### src/rtl/pipelined_cla_adder_if.sv
// Streaming operand/result bundle for pipelined_cla_adder.
// The ovf signal exists only when PIPE_CLA_OVF_EN is defined.
interface pipelined_cla_adder_if #(
   parameter int WIDTH = 16
);
   logic             in_valid;
   logic             in_ready;
   logic [WIDTH-1:0] A;
   logic [WIDTH-1:0] B;
   logic             Cin;
   logic             out_valid;
   logic             out_ready;
   logic [WIDTH:0]   Out;
`ifdef PIPE_CLA_OVF_EN
   logic             ovf;
`endif

   // Producer/consumer side.
   modport master (
      output in_valid, A, B, Cin, out_ready,
      input  in_ready, out_valid, Out
`ifdef PIPE_CLA_OVF_EN
      , input ovf
`endif
   );

   // Adder side.
   modport slave (
      input  in_valid, A, B, Cin, out_ready,
      output in_ready, out_valid, Out
`ifdef PIPE_CLA_OVF_EN
      , output ovf
`endif
   );
endinterface

### src/rtl/pipelined_cla_adder.sv
// Pipelined carry-lookahead adder: {cout, sum} = A + B + Cin, one 4*G-bit slice per stage.
// Define PIPE_CLA_OVF_EN to add the registered signed-overflow output ovf.
module pipelined_cla_adder #(
   parameter int WIDTH            = 16,
   parameter int GROUPS_PER_STAGE = 1
) (
   input logic                  clk,
   input logic                  rst,
   pipelined_cla_adder_if.slave bus
);

   localparam int G   = GROUPS_PER_STAGE;
   localparam int SW  = 4 * G;
   localparam int LAT = WIDTH / SW;

   // Handshake: a beat moves on a clock edge when valid & ready are both high;
   // a stalled result (out_valid & ~out_ready) freezes the whole pipeline.

   logic [LAT-1:0]   valid_q, valid_d;
   logic [LAT-1:0]   carry_q, carry_d;
   logic [WIDTH-1:0] a_q   [LAT];
   logic [WIDTH-1:0] a_d   [LAT];
   logic [WIDTH-1:0] b_q   [LAT];
   logic [WIDTH-1:0] b_d   [LAT];
   logic [WIDTH-1:0] sum_q [LAT];
   logic [WIDTH-1:0] sum_d [LAT];
   logic             out_valid_q, out_valid_d;
   logic [WIDTH:0]   out_q, out_d;
`ifdef PIPE_CLA_OVF_EN
   logic             ovf_q, ovf_d;
`endif

   logic             stall;
   logic [SW:0]      stage_r [LAT];
   logic [WIDTH-1:0] last_sum;

   function automatic logic [4:0] cla4(input logic [3:0] a, input logic [3:0] b,
                                       input logic c0);
      logic [3:0] p, g, c;
      logic       gg, pg;
      p    = a ^ b;
      g    = a & b;
      c[0] = c0;
      c[1] = g[0] | (p[0] & c0);
      c[2] = g[1] | (p[1] & g[0]) | (p[1] & p[0] & c0);
      c[3] = g[2] | (p[2] & g[1]) | (p[2] & p[1] & g[0]) | (p[2] & p[1] & p[0] & c0);
      gg   = g[3] | (p[3] & g[2]) | (p[3] & p[2] & g[1]) | (p[3] & p[2] & p[1] & g[0]);
      pg   = &p;
      return {gg | (pg & c0), p ^ c};
   endfunction

   // Groups inside one slice are cascaded on their group carry-out.
   function automatic logic [SW:0] add_slice(input logic [SW-1:0] a, input logic [SW-1:0] b,
                                             input logic cin);
      logic [SW-1:0] s;
      logic          c;
      logic [4:0]    t;
      s = '0;
      c = cin;
      for (int j = 0; j < G; j++) begin
         t            = cla4(a[j*4 +: 4], b[j*4 +: 4], c);
         s[j*4 +: 4]  = t[3:0];
         c            = t[4];
      end
      return {c, s};
   endfunction

   always_comb begin
      for (int k = 0; k < LAT; k++) begin
         stage_r[k] = add_slice(a_q[k][k*SW +: SW], b_q[k][k*SW +: SW], carry_q[k]);
      end
   end

   always_comb begin
      stall       = out_valid_q & ~bus.out_ready;
      valid_d     = valid_q;
      carry_d     = carry_q;
      a_d         = a_q;
      b_d         = b_q;
      sum_d       = sum_q;
      out_valid_d = out_valid_q;
      out_d       = out_q;
`ifdef PIPE_CLA_OVF_EN
      ovf_d       = ovf_q;
`endif
      last_sum                     = sum_q[LAT-1];
      last_sum[(LAT-1)*SW +: SW]   = stage_r[LAT-1][SW-1:0];

      if (!stall) begin
         valid_d[0] = bus.in_valid;
         carry_d[0] = bus.Cin;
         a_d[0]     = bus.A;
         b_d[0]     = bus.B;
         sum_d[0]   = '0;
         for (int k = 1; k < LAT; k++) begin
            valid_d[k]                 = valid_q[k-1];
            carry_d[k]                 = stage_r[k-1][SW];
            a_d[k]                     = a_q[k-1];
            b_d[k]                     = b_q[k-1];
            sum_d[k]                   = sum_q[k-1];
            sum_d[k][(k-1)*SW +: SW]   = stage_r[k-1][SW-1:0];
         end
         out_valid_d = valid_q[LAT-1];
         out_d       = {stage_r[LAT-1][SW], last_sum};
`ifdef PIPE_CLA_OVF_EN
         // Carry into the MSB is recovered as a ^ b ^ sum at that bit.
         ovf_d = a_q[LAT-1][WIDTH-1] ^ b_q[LAT-1][WIDTH-1] ^ last_sum[WIDTH-1]
                 ^ stage_r[LAT-1][SW];
`endif
      end
   end

   always_ff @(posedge clk or posedge rst) begin
      if (rst) begin
         valid_q     <= '0;
         carry_q     <= '0;
         for (int k = 0; k < LAT; k++) begin
            a_q[k]   <= '0;
            b_q[k]   <= '0;
            sum_q[k] <= '0;
         end
         out_valid_q <= 1'b0;
         out_q       <= '0;
`ifdef PIPE_CLA_OVF_EN
         ovf_q       <= 1'b0;
`endif
      end else begin
         valid_q     <= valid_d;
         carry_q     <= carry_d;
         a_q         <= a_d;
         b_q         <= b_d;
         sum_q       <= sum_d;
         out_valid_q <= out_valid_d;
         out_q       <= out_d;
`ifdef PIPE_CLA_OVF_EN
         ovf_q       <= ovf_d;
`endif
      end
   end

   assign bus.in_ready  = ~stall;
   assign bus.out_valid = out_valid_q;
   assign bus.Out       = out_q;
`ifdef PIPE_CLA_OVF_EN
   assign bus.ovf       = ovf_q;
`endif

endmodule
### src/flat_wrapper.sv
// flat-port wrapper written by rule: the top's interface ports become plain ports
module pipelined_cla_adder_flat 
#(
   parameter int WIDTH            = 16,
   parameter int GROUPS_PER_STAGE = 1
)
  (clk, rst, bus_in_valid, bus_A, bus_B, bus_Cin, bus_out_ready, bus_in_ready, bus_out_valid, bus_Out);
  pipelined_cla_adder_if #(.WIDTH(WIDTH)) bus_i ();
  input logic clk;
  input logic rst;
  input wire logic [$bits(bus_i.in_valid)-1:0] bus_in_valid;
  input wire logic [$bits(bus_i.A)-1:0] bus_A;
  input wire logic [$bits(bus_i.B)-1:0] bus_B;
  input wire logic [$bits(bus_i.Cin)-1:0] bus_Cin;
  input wire logic [$bits(bus_i.out_ready)-1:0] bus_out_ready;
  output wire logic [$bits(bus_i.in_ready)-1:0] bus_in_ready;
  output wire logic [$bits(bus_i.out_valid)-1:0] bus_out_valid;
  output wire logic [$bits(bus_i.Out)-1:0] bus_Out;
  assign bus_i.in_valid = bus_in_valid;
  assign bus_i.A = bus_A;
  assign bus_i.B = bus_B;
  assign bus_i.Cin = bus_Cin;
  assign bus_i.out_ready = bus_out_ready;
  assign bus_in_ready = bus_i.in_ready;
  assign bus_out_valid = bus_i.out_valid;
  assign bus_Out = bus_i.Out;
  pipelined_cla_adder #(.WIDTH(WIDTH), .GROUPS_PER_STAGE(GROUPS_PER_STAGE)) u_core (.clk(clk), .rst(rst), .bus(bus_i));
endmodule
### config.mk
export PLATFORM = sky130hd
export DESIGN_NAME = pipelined_cla_adder_flat
export DESIGN_NICKNAME = d
export VERILOG_FILES = /design/src/rtl/pipelined_cla_adder_if.sv /design/src/rtl/pipelined_cla_adder.sv /design/src/flat_wrapper.sv
export SDC_FILE = /design/constraint.sdc
export NUM_CORES = 1
export LEC_CHECK = 0
export ABC_AREA = 1
export CAP_MARGIN = 20
export CELL_PAD_IN_SITES_DETAIL_PLACEMENT = 1
export CELL_PAD_IN_SITES_GLOBAL_PLACEMENT = 2
export CORE_UTILIZATION = 38
export DETAILED_ROUTE_END_ITERATION = 6
export PLACE_DENSITY_LB_ADDON = 0.1
export SYNTH_ARGS = -nofsm -noshare
export SYNTH_HDL_FRONTEND = slang
export SYNTH_SLANG_ARGS = --single-unit
### constraint.sdc
create_clock -name clk -period 9.96 [get_ports clk]
set_input_delay 2.988 -clock clk [delete_from_list [all_inputs] [get_ports clk]]
set_output_delay 2.988 -clock clk [all_outputs]
set_load 0.01 [all_outputs]
==> reports/metrics.cfg, run 1 <==
[run_status]
status=finished clean

[clock_network]
clockBufferDepth=2
cts-root-buf=clkbuf_16
path_clk_slew_ns=0.06
cts_hold_buf=0
htree_levels=4
worstSkewPairLatency_ns=0.41
cts_tree=done
clkSinkCount=130
cts-resized-gates=0
cts_buffers=17
post_cts_buffers=0

[global_routing]
grt_max_degree=98
grt_overflow=0
antenna_found_initial=0
grt_use_total_pct=17.1
grt_pass1_wl_mm=19.6
grt_pass1_vias=4207

[floorplan]
die_h_um=122
row_count=43
die_area_sq_mm=0.0150
coreArea_sq_mm=0.0140
die_w_um=122
start_util_pct=39.3
num_io_pins=56

[finish]
multi_input_area_sq_mm=0.00191
syn2layout_area_growth_pct=22.3
fillers=1656
n_antenna_cell=0
nets=723
drive_gt1_share_pct=6.19
area.sequential_sq_mm=0.00325

[route]
drcViolationCount=0
first_pass_iters=4
wl_mm=11.2
viasPerCell=4.65
initialDrtViolationCount=213
wl_per_cell_um=13.0
num_vias=3995
ant_nets=0

[setup_path]
crit_fanout=51
worstPathCellList=clkdlybuf4s50_1 > nor2_4 > inv_4 > clkdlybuf4s50_1
worstPathRequired_ns=6.97
cp-end-kind=primary output
timing.critical_path.mode_cell=clkdlybuf4s50_1
reg2reg_depth=6
worstPathArrival_ns=5.02
slowest_delay_ns=0.62
cpMaxStageDelayCell=nor2_4
path_class=in -> out
crit_path_start_kind=input port

[power]
seqPwrFrac_pct=40.3
intPower_mw=1.43
powerDensity_mw_per_mm2=325
p_comb_share_pct=32.8
irDropWorstVdd_mv=0.117
pwr-share-clk_pct=26.9
p_switching_mw=0.760
switching_share_pct=34.7
p_leak_nw=3.41
power_mw=2.19

[synthesis]
syn-num-nets=673
yosysSeqAreaShare_pct=59.2
avgSynthCellArea_sq_um=8.93
synth.distinct_cells=19
yosysWarnings=0
ys_ff_latch=130
syn_area_sq_mm=0.00550
syn_inst=616

[sta]
tns_ns=0
fin_crit_ns=8.01
setup_violations=0
timing.final.crit_share_pct=80.4
whs_ns=0.462
fmax_ghz=0.125
rsz0062_at_grt=no
worst_slew_pin_slew_ns=0.918
skew_ns=0.00630
relSlewSlack_pct=38.8
fin_ws_ns=1.95
hold_violations=0
drv_slew=0

[hold_path]
worstHoldPathType=reg -> reg
min_path_cells=2

[placement]
place_congestion=0.767
dp_slack_ns=1.88
portBuffers=55
dp_hpwl_mm=6.94

[run]
cap_violations=0

==> power by group through the flow <==
| stage | logic, mW | clock network [mW] | registers [mW] |
|---|---|---|---|
| 2_1_floorplan | 0.511 | 0 | 0.875 |
| 3_3_place_gp | 0.698 | 0 | 0.882 |
| 3_5_place_dp | 0.729 | 0 | 0.891 |
| 4_1_cts | 0.737 | 0.608 | 0.886 |
| 5_1_grt | 0.846 | 0.628 | 0.914 |
| 6_report | 0.717 | 0.590 | 0.881 |
==> stage by stage <==
stage | cell area, sq um | std cells | utilization (%)
2_1_floorplan | 5500 | 616 | -
3_3_place_gp | 6130 | 826 | 43.8
3_5_place_dp | 6130 | 826 | 43.8
4_1_cts | 6700 | 858 | 47.9
5_1_grt | 6730 | 859 | 48.1
6_report | 6730 | 859 | 48.1
==> worst paths after layout <==
kind,start,end,slack [ns]
max,bus_out_ready,bus_in_ready,1.95
min,u_core.a_q[29],u_core.a_q[13],0.46
max reg2reg,u_core.bus.out_valid,u_core.sum_q[34],7.64
min reg2reg,u_core.a_q[29],u_core.a_q[13],0.46
max in group asynchronous,rst,u_core.b_q[59],5.75
min in group asynchronous,rst,u_core.b_q[56],3.02
==> worst max-delay path: cells and delay by family <==
| family | cells | cell delay (ns) |
|---|---|---|
| buffers and inverters | 3 | 1.40 |
| and+or+nand+nor | 1 | 0.62 |
==> layout make-up <==
cell class                      count  area share, %
Clock inverter                      9           1.19
Inverter                           44           2.53
Tap cell                          180           3.35
Multi-Input combinational cell    414           28.4
Timing Repair Buffer               59           8.93
Clock buffer                       23           7.25
Sequential cell                   130           48.4
==> layer usage <==
metal / vias to the layer above / wire [um] / track usage [%]
met2: 53 / 5300 / 27.6
met1: 1920 / 5300 / 21.5
met3: 12 / 360 / 4.60
li1: 2010 / - / -
met5: - / 0 / 0
met4: 0 / 190 / 7.55
==> cells by family (layout without fill, tap and decap cells) <==
logic type | after synthesis | after routing | share of synthesized area [%]
flip-flops | 130 | 130 | 59.2
AND/OR/NAND/NOR | 334 | 334 | 23.9
buffers and inverters | 72 | 135 | 6.10
AO/OA/AOI/OAI | 56 | 56 | 5.10
adder cells (fa/ha/maj) | 20 | 20 | 5.10
XOR/XNOR | 4 | 4 | 0.637
==> Yosys cell counts <==
library cell	number	share of area [%]
buf_2	13	1.2
inv_2	1	0.068
a21oi_1	4	0.36
xor2_1	4	0.64
nand2_1	289	20
dfrtp_1	130	59
o21ai_1	16	1.5
nor2_1	13	0.89
nor2_4	1	0.20
buf_6	1	0.20
nand4_1	7	0.80
o21ai_0	36	3.3
ha_1	16	3.6
or2_2	5	0.57
clkbuf_1	3	0.20
inv_1	43	2.9
fa_1	4	1.5
buf_4	11	1.5
nand3_1	19	1.7
==> flip-flops by register name (all words and copies together) (netlist names) <==
| signal | flops |
|---|---|
| u_core.valid_q | 4 |
| u_core.b_q | 40 |
| u_core.last_sum | 12 |
| u_core.sum_q | 12 |
| u_core.carry_q | 4 |
| u_core.a_q | 40 |
| u_core.bus.Out | 17 |
| u_core.bus.out_valid | 1 |
==> placed cells by master, fill, tap and decap left out <==
master           synthesis  layout
nor2_1                  13      13
dfrtp_1                130     130
or2_2                    5       5
clkbuf_1                 3       2
clkinvlp_4               0       4
nand2_1                289     289
o21ai_0                 36      36
inv_4                    0       2
buf_16                   0       1
clkbuf_8                 0       4
nor2_4                   1       1
nand4_1                  7       7
clkdlybuf4s50_1          0      55
nand3_1                 19      19
a21oi_1                  4       4
inv_1                   43      42
clkbuf_16                0      17
ha_1                    16      16
clkinv_2                 0       4
bufinv_16                0       1
buf_4                   11       3
fa_1                     4       4
o21ai_1                 16      16
xor2_1                   4       4
Note: power is estimated with default switching activity, not from simulation.
==> inputs of run 2 (changes only) <==
--- a/config.mk
+++ b/config.mk
@@ -9,7 +9,7 @@
 export CAP_MARGIN = 20
 export CELL_PAD_IN_SITES_DETAIL_PLACEMENT = 1
 export CELL_PAD_IN_SITES_GLOBAL_PLACEMENT = 2
-export CORE_UTILIZATION = 38
+export CORE_UTILIZATION = 31
 export DETAILED_ROUTE_END_ITERATION = 6
 export PLACE_DENSITY_LB_ADDON = 0.1
 export SYNTH_ARGS = -nofsm -noshare
==> constraint.sdc (replaced) <==
create_clock -name clk -period 6.5 [get_ports clk]
set_input_delay 1.95 -clock clk [delete_from_list [all_inputs] [get_ports clk]]
set_output_delay 1.95 -clock clk [all_outputs]
set_load 0.01 [all_outputs]
==> run 2 against run 1 <==
Non-clock buffer count is 2 higher. Cell area rose by 1.7%. Hold slack gained 0.0057 ns. Clock power rose by 73%. Die area grew 22%. Via count is essentially flat. Critical endpoint unchanged. Largest cell class unchanged. Largest power group unchanged.
==> reports/metrics.cfg, run 2 (same netlist as run 1, synthesis figures left out) <==
[sta]
relSlewSlack_pct=42.5
fin_crit_ns=5.03
timing.final.crit_share_pct=77.3
skew_ns=0.00675
rsz0062_at_grt=no
hold_violations=0
worst_slew_pin_slew_ns=0.862
drv_slew=0
fmax_ghz=0.199
tns_ns=0
fin_ws_ns=1.47
setup_violations=0

[setup_path]
slowest_delay_ns=0.52
reg2reg_depth=7
timing.critical_path.mode_cell=clkdlybuf4s50_1
path_class=in -> out
r2r_end=u_core.sum_q[22]
ff2ff_setup_slack_ns=4.34
regToRegStartpoint=u_core.bus.out_valid
worstPathRequired_ns=4.55
crit_buf_inv=3
cp_num_cells=4
cp-end-kind=primary output
worstPathArrival_ns=3.08
path_delay_family=buffers and inverters
cp-endpoint=bus_in_ready
cpMaxStageDelayCell=clkdlybuf4s50_1
crit_path_start_kind=input port
startpoint=bus_out_ready
worstPathCellList=clkdlybuf4s50_1 > nor2_4 > inv_4 > clkdlybuf4s50_1
crit_fanout=2

[finish]
final_cell_mix=nand2_1, dfrtp_1, clkdlybuf4s50_1, inv_1, o21ai_0
multi_input_area_sq_mm=0.00191
n_antenna_cell=0
fillers=1992
area.sequential_sq_mm=0.00325
final_common_cell=nand2_1
drive_gt1_share_pct=6.18
syn2layout_area_growth_pct=24.5
nets=725

[clock_network]
cts_buffers=17
cts_tree=done
path_clk_slew_ns=0.06
cts_hold_buf=0
clockBufferDepth=2
post_cts_buffers=0
cts-resized-gates=0
clkSinkCount=130
cts-root-buf=clkbuf_16
htree_levels=4
worstSkewPairLatency_ns=0.41

[placement]
dp_slack_ns=1.46
dp_hpwl_mm=7.14
portBuffers=55
place_congestion=0.735

[global_routing]
antenna_found_initial=0
grt_overflow=0
grt_pass1_vias=4356
grt_max_degree=91
grt_pass1_wl_mm=20.5
grt_use_total_pct=14.4

[route]
first_pass_iters=4
wl_per_cell_um=12.5
initialDrtViolationCount=172
num_vias=3997
ant_nets=0
drcViolationCount=0
wl_mm=11.3
viasPerCell=4.42

[floorplan]
row_count=48
die_area_sq_mm=0.0183
num_io_pins=56
die_h_um=135
start_util_pct=31.8
coreArea_sq_mm=0.0173
die_w_um=135

[power]
powerDensity_mw_per_mm2=507
power_mw=3.47
p_leak_nw=3.44
irDropWorstVdd_mv=0.199

[hold_path]
worstHoldPathType=reg -> reg

[run]
cap_violations=0

[run_status]
status=finished clean

## run 2: changes by cell type in the layout (fill, tap and decap cells not counted), sizes merged
cell,change
buf,+2
clkinv,-2
clkinvlp,-1
clkbuf,-2
bufinv,+4
## run 2: routing by layer
layer	up-vias	routed length (um)	GRT usage, %
li1	2017	-	-
met1	1904	5620	18.5
met2	59	5130	22.6
met3	17	354	3.63
met4	0	219	6.55
met5	-	0	0
## run 2: per-stage QoR
stage,util (%),hold slack (ns),cell area (sq um),std cells
after floorplan,-,0.440,5500,616
after global placement,35.9,0.454,6210,874
after detailed placement,35.9,0.459,6210,874
after CTS,39.6,0.472,6840,905
after global routing,39.6,0.491,6840,905
final,39.6,0.467,6840,905
## run 2: area by class of cell
cell class              count  area share (%)
flip-flops and latches    130            47.5
multi-input cells         414            27.9
repair buffers             61            8.70
clock buffers              21            6.58
well taps                 225            4.11
clock inverters            10            2.67
inverters                  44            2.49
## run 2: worst min-delay path by stage
stage,start,to,depth (start not counted)
2_1_floorplan,u_core.valid_q[3],u_core.bus.out_valid,1
3_3_place_gp,u_core.last_sum[5],u_core.bus.Out[5],2
3_5_place_dp,u_core.valid_q[3],u_core.bus.out_valid,1
4_1_cts,u_core.last_sum[5],u_core.bus.Out[5],2
5_1_grt,u_core.last_sum[5],u_core.bus.Out[5],2
6_report,u_core.b_q[54],u_core.b_q[38],2
## run 2: worst reg2reg max path: cells and delay by family, from the launching register on
family,cells,cell delay (ns)
AOI/OAI and AO/OA,1,0.17
and+or+nand+nor,2,0.19
buffers and inverters,4,1.34
DFF,1,0.37
## run 2: report_power, final
part	internal (mW)	total (mW)	switching, mW
Clock	0.686	1.02	0.338
Sequential	1.16	1.35	0.181
Combinational	0.461	1.10	0.640
Total	2.31	3.47	1.16
==> inputs of run 3 (changes only) <==
--- a/config.mk
+++ b/config.mk
@@ -9,7 +9,7 @@
 export CAP_MARGIN = 20
 export CELL_PAD_IN_SITES_DETAIL_PLACEMENT = 1
 export CELL_PAD_IN_SITES_GLOBAL_PLACEMENT = 2
-export CORE_UTILIZATION = 31
+export CORE_UTILIZATION = 35
 export DETAILED_ROUTE_END_ITERATION = 6
 export PLACE_DENSITY_LB_ADDON = 0.1
 export SYNTH_ARGS = -nofsm -noshare
==> constraint.sdc (replaced) <==
create_clock -name clk -period 5.2 [get_ports clk]
set_input_delay 1.56 -clock clk [delete_from_list [all_inputs] [get_ports clk]]
set_output_delay 1.56 -clock clk [all_outputs]
set_load 0.01 [all_outputs]
==> run 3 against run 2 <==
Cell area increased by 0.29%. Critical endpoint unchanged. Combinational power increased by 25%. Critical path depth unchanged. Critical path type unchanged. Clock power increased by 26%. Flip-flop and latch count unchanged. Clock skew increased by 0.00094 ns. Register-to-register slack got worse by 1.3 ns. First-iteration DRC count decreased by 0.58%. Total power increased by 26%. Hold slack improved by 0.00056 ns. Global-route usage increased by 1.5 points.
==> reports/metrics.cfg, run 3 (same netlist as run 1, synthesis figures left out) <==
[run_status]
status=finished clean

[power]
switching_share_pct=34.0
irDropWorstVdd_mv=0.261
p_comb_share_pct=31.7
pwr-share-clk_pct=29.7
powerDensity_mw_per_mm2=636
seqPwrFrac_pct=38.7
p_leak_nw=3.45
intPower_mw=2.88
power_mw=4.36
p_switching_mw=1.48

[sta]
tns_ns=0
setup_violations=0
timing.final.crit_share_pct=81.9
skew_ns=0.00769
fmax_ghz=0.235
relSlewSlack_pct=41.2
worst_slew_pin_slew_ns=0.882
whs_ns=0.468
rsz0062_at_grt=no
drv_slew=0
hold_violations=0
fin_crit_ns=4.26

[placement]
dp_hpwl_mm=6.82
place_congestion=0.770
portBuffers=55

[floorplan]
start_util_pct=36.0
die_area_sq_mm=0.0162
die_w_um=127
row_count=45
num_io_pins=56
die_h_um=127
coreArea_sq_mm=0.0153

[global_routing]
antenna_found_initial=0
grt_pass1_vias=4254
grt_max_degree=108
grt_use_total_pct=15.9
grt_pass1_wl_mm=20.1
grt_overflow=0

[clock_network]
cts-resized-gates=0
post_cts_buffers=0
htree_levels=4
clockBufferDepth=2
path_clk_slew_ns=0.06
clkSinkCount=130
cts_hold_buf=0
cts_buffers=17
worstSkewPairLatency_ns=0.42
cts_tree=done
cts-root-buf=clkbuf_16

[finish]
nets=726
final_common_cell=nand2_1
syn2layout_area_growth_pct=24.8
drive_gt1_share_pct=6.89
n_antenna_cell=0
final_cell_mix=nand2_1, dfrtp_1, clkdlybuf4s50_1, inv_1, o21ai_0

[run]
cap_violations=0

[route]
initialDrtViolationCount=171
wl_per_cell_um=12.8
num_vias=3983
first_pass_iters=4
drcViolationCount=0
viasPerCell=4.46
ant_nets=0
wl_mm=11.4

[setup_path]
slowest_delay_ns=0.52
cp_num_cells=4
cp-end-kind=primary output
worstPathRequired_ns=3.64
worstPathCellList=clkdlybuf4s50_1 > nor2_4 > inv_4 > clkdlybuf4s50_1
path_class=in -> out
worstPathArrival_ns=2.70
crit_path_start_kind=input port
reg2reg_depth=7
timing.critical_path.mode_cell=clkdlybuf4s50_1
path_delay_family=buffers and inverters
crit_buf_inv=3
cpMaxStageDelayCell=clkdlybuf4s50_1
crit_fanout=2

[hold_path]
worstHoldPathType=reg -> reg
min_path_cells=2

## run 3: area by class of cell
class / instances / area (sq um)
fill: 1757 / 8390
sequential: 130 / 3250
multi-input combinational: 414 / 1910
timing repair buffer: 62 / 623
clock buffer: 17 / 425
tap: 211 / 264
clock inverter: 15 / 215
inverter: 44 / 173
## run 3: stage by stage
stage	util (%)	setup slack, ns	cells	cell area [sq um]
2_1_floorplan	-	0.171	616	5500
3_3_place_gp	40.6	0.941	860	6200
3_5_place_dp	40.6	0.936	860	6200
4_1_cts	44.8	0.932	892	6840
5_1_grt	45.0	0.915	893	6860
6_report	45.0	0.941	893	6860
## run 3: worst paths after layout
check	from	to	slack (ns)
min	u_core.last_sum[6]	u_core.bus.Out[6]	0.47
min in group asynchronous	rst	u_core.b_q[56]	1.42
min reg2reg	u_core.last_sum[6]	u_core.bus.Out[6]	0.47
max reg2reg	u_core.bus.out_valid	u_core.sum_q[35]	3.08
max	bus_out_ready	bus_in_ready	0.94
max in group asynchronous	rst	u_core.a_q[39]	2.83
## run 3: per-layer routing
metal / vias up / share of wire, % / GRT usage [%]
met4: 0 / 1.4 / 6.72
met1: 1896 / 50 / 21.0
li1: 2014 / - / -
met2: 59 / 45 / 24.7
met3: 14 / 3.4 / 4.36
met5: - / 0 / 0
## run 3: power groups by stage
stage / Sequential (mW) / Clock, mW / Combinational (mW)
2_1_floorplan: 1.68 / 0 / 0.978
3_3_place_gp: 1.69 / 0 / 1.35
3_5_place_dp: 1.70 / 0 / 1.40
4_1_cts: 1.70 / 1.33 / 1.43
5_1_grt: 1.75 / 1.38 / 1.63
6_report: 1.69 / 1.29 / 1.38
## run 3: worst reg2reg max path, delay by kind of cell, from the launching register on
| family | cells | cell delay (ns) |
|---|---|---|
| buffers and inverters | 4 | 1.26 |
| flip-flops | 1 | 0.38 |
| AND/OR/NAND/NOR | 3 | 0.42 |
